### config.mk
export PLATFORM = sky130hd
export DESIGN_NAME = instr_fetch
export DESIGN_NICKNAME = d
export VERILOG_FILES = /design/src/rtl/instr_fetch.sv
export SDC_FILE = /design/constraint.sdc
export NUM_CORES = 1
export LEC_CHECK = 0
export BUFFER_PORTS_ARGS = -buffer_cell sky130_fd_sc_hd__buf_2
export CORE_ASPECT_RATIO = 0.5
export CORE_UTILIZATION = 35
export DETAILED_ROUTE_END_ITERATION = 10
export PLACE_DENSITY_LB_ADDON = 0.08
export SLEW_MARGIN = 0
export SYNTH_ARGS = -nofsm -noshare
export SYNTH_HDL_FRONTEND = slang
export SYNTH_SLANG_ARGS = --single-unit
### constraint.sdc
create_clock -name clk -period 1.6 [get_ports clk]
set_clock_uncertainty 0.1 [all_clocks]
set_input_delay 0.32 -clock clk [delete_from_list [all_inputs] [get_ports clk]]
set_output_delay 0.32 -clock clk [all_outputs]
set_load 0.02 [all_outputs]
### src/rtl/instr_fetch.sv
// Two-byte instruction fetch unit: reads the opcode and operand bytes from a
// byte-wide memory, holds the instruction until decode takes it, then advances the PC by 2.
module instr_fetch (
    input  logic        clk,
    input  logic        reset,
    input  logic [7:0]  pc_in,
    output logic [7:0]  pc_next,
    input  logic        flush,
    input  logic [7:0]  flush_pc,
    output logic        mem_req,
    output logic [7:0]  mem_addr,
    input  logic        mem_ack,
    input  logic [7:0]  mem_rdata,
    output logic [15:0] instr,
    output logic        instr_valid,
    input  logic        dec_ready
);

    typedef enum logic [1:0] {
        IDLE   = 2'd0,
        REQ_HI = 2'd1,
        REQ_LO = 2'd2,
        HOLD   = 2'd3
    } state_t;

    state_t      state_q;
    logic        settle_q;
    logic [7:0]  fetch_pc_q;
    logic [7:0]  pc_next_q;
    logic [15:0] instr_q;
    logic        instr_valid_q;

    // IDLE spends two cycles so the external PC register can pick up pc_next
    // before it is sampled as the new fetch address.
    always_ff @(posedge clk) begin
        if (reset) begin
            state_q       <= IDLE;
            settle_q      <= 1'b0;
            fetch_pc_q    <= 8'h00;
            pc_next_q     <= 8'h00;
            instr_q       <= 16'h0000;
            instr_valid_q <= 1'b0;
        end else if (flush) begin
            state_q       <= IDLE;
            settle_q      <= 1'b0;
            instr_valid_q <= 1'b0;
            pc_next_q     <= flush_pc;
        end else begin
            case (state_q)
                IDLE: begin
                    if (settle_q) begin
                        settle_q   <= 1'b0;
                        fetch_pc_q <= pc_in;
                        state_q    <= REQ_HI;
                    end else begin
                        settle_q <= 1'b1;
                    end
                end
                REQ_HI: begin
                    if (mem_ack) begin
                        instr_q[15:8] <= mem_rdata;
                        state_q       <= REQ_LO;
                    end
                end
                REQ_LO: begin
                    if (mem_ack) begin
                        instr_q[7:0]  <= mem_rdata;
                        instr_valid_q <= 1'b1;
                        state_q       <= HOLD;
                    end
                end
                HOLD: begin
                    if (dec_ready) begin
                        instr_valid_q <= 1'b0;
                        pc_next_q     <= fetch_pc_q + 8'd2;
                        settle_q      <= 1'b0;
                        state_q       <= IDLE;
                    end
                end
                default: begin
                    state_q  <= IDLE;
                    settle_q <= 1'b0;
                end
            endcase
        end
    end

    // Request and address are decoded from state alone, so they stay put for
    // as long as memory withholds its acknowledge.
    always_comb begin
        mem_req  = 1'b0;
        mem_addr = fetch_pc_q;
        case (state_q)
            REQ_HI: mem_req = 1'b1;
            REQ_LO: begin
                mem_req  = 1'b1;
                mem_addr = fetch_pc_q + 8'd1;
            end
            default: begin
                mem_req  = 1'b0;
                mem_addr = fetch_pc_q;
            end
        endcase
    end

    assign pc_next     = pc_next_q;
    assign instr       = instr_q;
    assign instr_valid = instr_valid_q;

endmodule

Word-level counts from Yosys, hierarchy flattened
Cells that the tools add are included.
- add/subtract/negate cells: 2
- equality and inequality tests: 7
- mux-type cells: 15
- bitwise gates (word level): 1
- reduce and logical (&&, ||, !) cells: 14
- operator list (operator ; number):
    two-way mux 8 bit ; 4
    AND reduction 3 bit ; 4
    adder 8 x 1 -> 8 bit, second input constant ; 1
    adder 8 x 2 -> 8 bit, second input constant ; 1
    two-way mux 2 bit ; 4
    inequality test 2 bit, second input constant ; 4
    one-hot mux 2 bit (4 select lines) ; 1
    nonzero test 2 bit ; 4
    == test 2 bit, second input constant ; 2
    two-way mux 1 bit ; 4
    one-hot mux 1 bit (2 select lines) ; 2
    AND reduction 2 bit ; 2
    AND reduction 4 bit ; 1
    OR reduction 2 bit ; 2
    == test 2 x 1 -> 1 bit, second input constant ; 1
    logical NOT 2 bit ; 1
    NOT 1 bit ; 1
- flip-flop bits (word level): 36
- input bits: 29
- output and inout port bits: 34
- logic and storage cells: 46

Depth between registers and ports, before layout
- word-level depth: 4
- depth in mapped cells: 7
- mapped depth without buffers: 6

Worst setup path after synthesis
No wires, ideal clock.
- path type: flip-flop to output port
- from: reg state_q[0]
- to: out mem_addr[7]
- arrival: 1434 ps
- required time: 1180 ps
- setup slack: -254 ps
- cell stages (with the launch flop): 8
- path buffers: 1
- cell sequence: dfxtp_1 > inv_1 > ha_1 > buf_2 > nand3_1 > nor2_1 > nand3_1 > xnor2_1
- cells in the longest elaborated chain, start to end: 2
- RTL lines (element ; RTL line ; RTL):
    start, declared ; 26 ; state_t state_q;
    start signal, assigned ; 37 ; state_q <= IDLE;
    start signal, assigned ; 44 ; state_q <= IDLE;
    start signal, assigned ; 54 ; state_q <= REQ_HI;
    == test 2 bit ; 93 ; case (state_q)
    two-way mux 8 bit ; 93 ;
    end, declared ; 11 ; output logic [7:0] mem_addr,
No other way between the ends.

Worst setup path after layout
Ends and elaborated chain as after synthesis.

==> flow_summary.yaml <==
status:
  status: "finished, violations left"
  violations: "negative setup slack"
global_route:
  grt_pass1_wl_um: 7080
  track_usage: 0.179
  grt_pass1_vias: 1493
  antenna_found_initial: 0
  gr-usage-met2: 0.283
  grt_start_max_net_pins: 33
  overflow: 0
  met1_usage: 0.239
  busiest_layer: "met2"
  gr-usage-met3: 0.0565
place:
  dp_hpwl_um: 3240
  place_congestion: 0.776
  postPlaceCellArea_mm2: 0.00233
  portBuffers: 62
layout:
  area_delta_synth_final_pct: 55.5
  layout_commonest_cell: "buf_2"
  nets: 324
  drive_gt1_frac: 0.467
  final_cell_mix: "53 x buf_2, 31 x dfxtp_1, 27 x buf_4"
  final_area_mm2: 0.00269
  fin_util: 0.589
  antenna_cells: 0
  nFillCells: 442
timing:
  grt_setup_unrepaired: "yes"
  worst_pin_slew_ns: 0.541
  holdWs_ns: 0.155
  setup_viol: 12
  fin_ws_ns: -0.302
  slew_headroom: 0.638
  period_share: 1.19
  period_needed_ns: 1.90
  fmax_mhz: 526
  final_hold_viol_count: 0
  drv_slew: 0
clocking:
  root_buffer: "clkbuf_8"
  clkLatencyLatePin_ns: 0.29
  cts.clk_slew.worst_paths_ns: 0.08
  cts_tree: "yes"
  cts_buffers: 5
  clk_path_buf_depth: 2
  h-tree-depth: 2
  cts_sinks: 36
yosys:
  yosysUniqueCellTypes: 33
  avgSynthCellArea_um2: 8.41
  yosys_warnings: 0
  synthFlopType: "dfxtp_1"
  async_reset_ff_frac: 0
  netlist_area_mm2: 0.00173
  synth_top_cell_by_area: "dfxtp_1"
  synth_top_area_share: 0.416
  synth_fp_nets: 242
  synth_cells: 206
  netlist_top_cells_area: "dfxtp_1 42%, a21oi_1 6.4%, mux2i_1 6.4%"
  ys_ff_latch: 36
  synth_edf_count: 0
  ys_seq_area_frac: 0.416
worst_setup_path:
  arrival_ns: 1.48
  reg2reg_depth: 9
  reg2reg_slack_ns: -0.04
  end_kind: "primary output"
  startpoint: "state_q[0]"
  start_kind: "flop"
  r2r_end: "state_q[0]"
  required_ns: 1.18
  cp_max_fo: 4
  reg2reg_from: "state_q[0]"
  crit_path_end: "mem_addr[7]"
  crit_type: "reg2out"
die:
  dieArea_mm2: 0.00525
  ios: 63
  die_w_um: 101
  core_area_mm2: 0.00457
  initial_core_util: 0.379
  rows: 17
  fp.dieH_um: 51.7
power_and_ir_drop:
  ir_drop_mv: 0.367
  powerDensity_mw_per_mm2: 751
  power_mw: 2.02
  p_leak_nw: 1.23
routing:
  first_iter_violations: 33
  wl_per_cell_um: 12.6
  ant_nets: 0
  dr_total_vias: 1655
  drc: 0
  wirelength_um: 4470
  detail_route.first_pass.iterations: 4
  via_per_inst: 4.66
min_path:
  hp-class: "in2reg"
job:
  cap_violations: 0
-- routing by layer --
metal / wire [um] / vias to the layer above
met3: 258 / 6
met5: 0 / -
met1: 2110 / 749
li1: - / 863
met2: 2060 / 37
met4: 42 / 0
-- layout make-up --
| type | instances | area [um2] | share of cell area |
|---|---|---|---|
| Multi-Input combinational cell | 151 | 1130 | 0.418 |
| Inverter | 3 | 13.8 | 0.00511 |
| Tap cell | 66 | 82.6 | 0.0307 |
| Clock buffer | 5 | 68.8 | 0.0256 |
| Clock inverter | 3 | 42.5 | 0.0158 |
| Timing Repair Buffer | 91 | 627 | 0.233 |
| Sequential cell | 36 | 732 | 0.272 |
-- sequential cells by signal (all words and copies together) (netlist names) --
register     flops
instr_valid      1
state_q          2
pc_next          8
settle_q         1
instr           16
fetch_pc_q       8
-- worst min path at each step --
stage | start | end | slack (ns) | cells past startpoint
final | flush_pc[0] | pc_next[0] | 0.16 | 3
after detailed placement | instr[10] | instr[10] | 0.35 | 2
after floorplan | state_q[0] | state_q[0] | 0.36 | 2
after global routing | pc_in[3] | fetch_pc_q[3] | 0.17 | 3
after CTS | pc_in[7] | fetch_pc_q[7] | 0.15 | 3
after global placement | instr[11] | instr[11] | 0.34 | 2
-- critical path: stages (launching register included) --
cell and delay [ns]:
dfxtp_2 0.33, inv_2 0.07, ha_4 0.16, nand3_4 0.09, nor2_4 0.14, nand3_4 0.11, xnor2_4 0.15, buf_6 0.13
-- power breakdown --
| group | total (mW) | internal, mW | switching (mW) |
|---|---|---|---|
| Clock | 0.811 | 0.461 | 0.350 |
| Combinational | 0.274 | 0.134 | 0.140 |
| Sequential | 0.938 | 0.917 | 0.0207 |
| Total | 2.02 | 1.51 | 0.511 |
-- cells in the mapped netlist, types with 3 or more instances --
| cell type | n |
|---|---|
| a21oi_1 | 22 |
| buf_2 | 6 |
| clkbuf_1 | 6 |
| dfxtp_1 | 36 |
| ha_1 | 7 |
| inv_1 | 3 |
| mux2_2 | 3 |
| mux2i_1 | 11 |
| nand2_1 | 27 |
| nand3_1 | 22 |
| nand3b_1 | 3 |
| nor2_1 | 23 |
| o21ai_0 | 4 |
| xnor2_1 | 7 |
| xor2_1 | 3 |
-- metrics by stage --
step	std cells	TNS [ns]	setup WS [ns]
2_1_floorplan	206	-0.110	-0.0641
3_3_place_gp	340	-1.37	-0.123
3_5_place_dp	340	-2.46	-0.154
4_1_cts	351	-1.97	-0.297
5_1_grt	355	-3.00	-0.378
6_report	355	-2.00	-0.302
-- logic make-up after synthesis --
group | share of synthesized area
compound gates | 0.123
xor+xnor | 0.0506
fa+ha+maj | 0.0506
buf+inv | 0.0564
flops | 0.416
mux | 0.0831
simple gates | 0.220
-- what timing repair did --
item / 4_1_cts / 5_1_grt
buffers inserted: 4 / 4
hold buffers: 0 / 0
pin swaps: 6 / 6
setup endpoints to repair: 14 / 36
gates resized for setup: 28 / 25
Power figures use the tool's default switching activity.
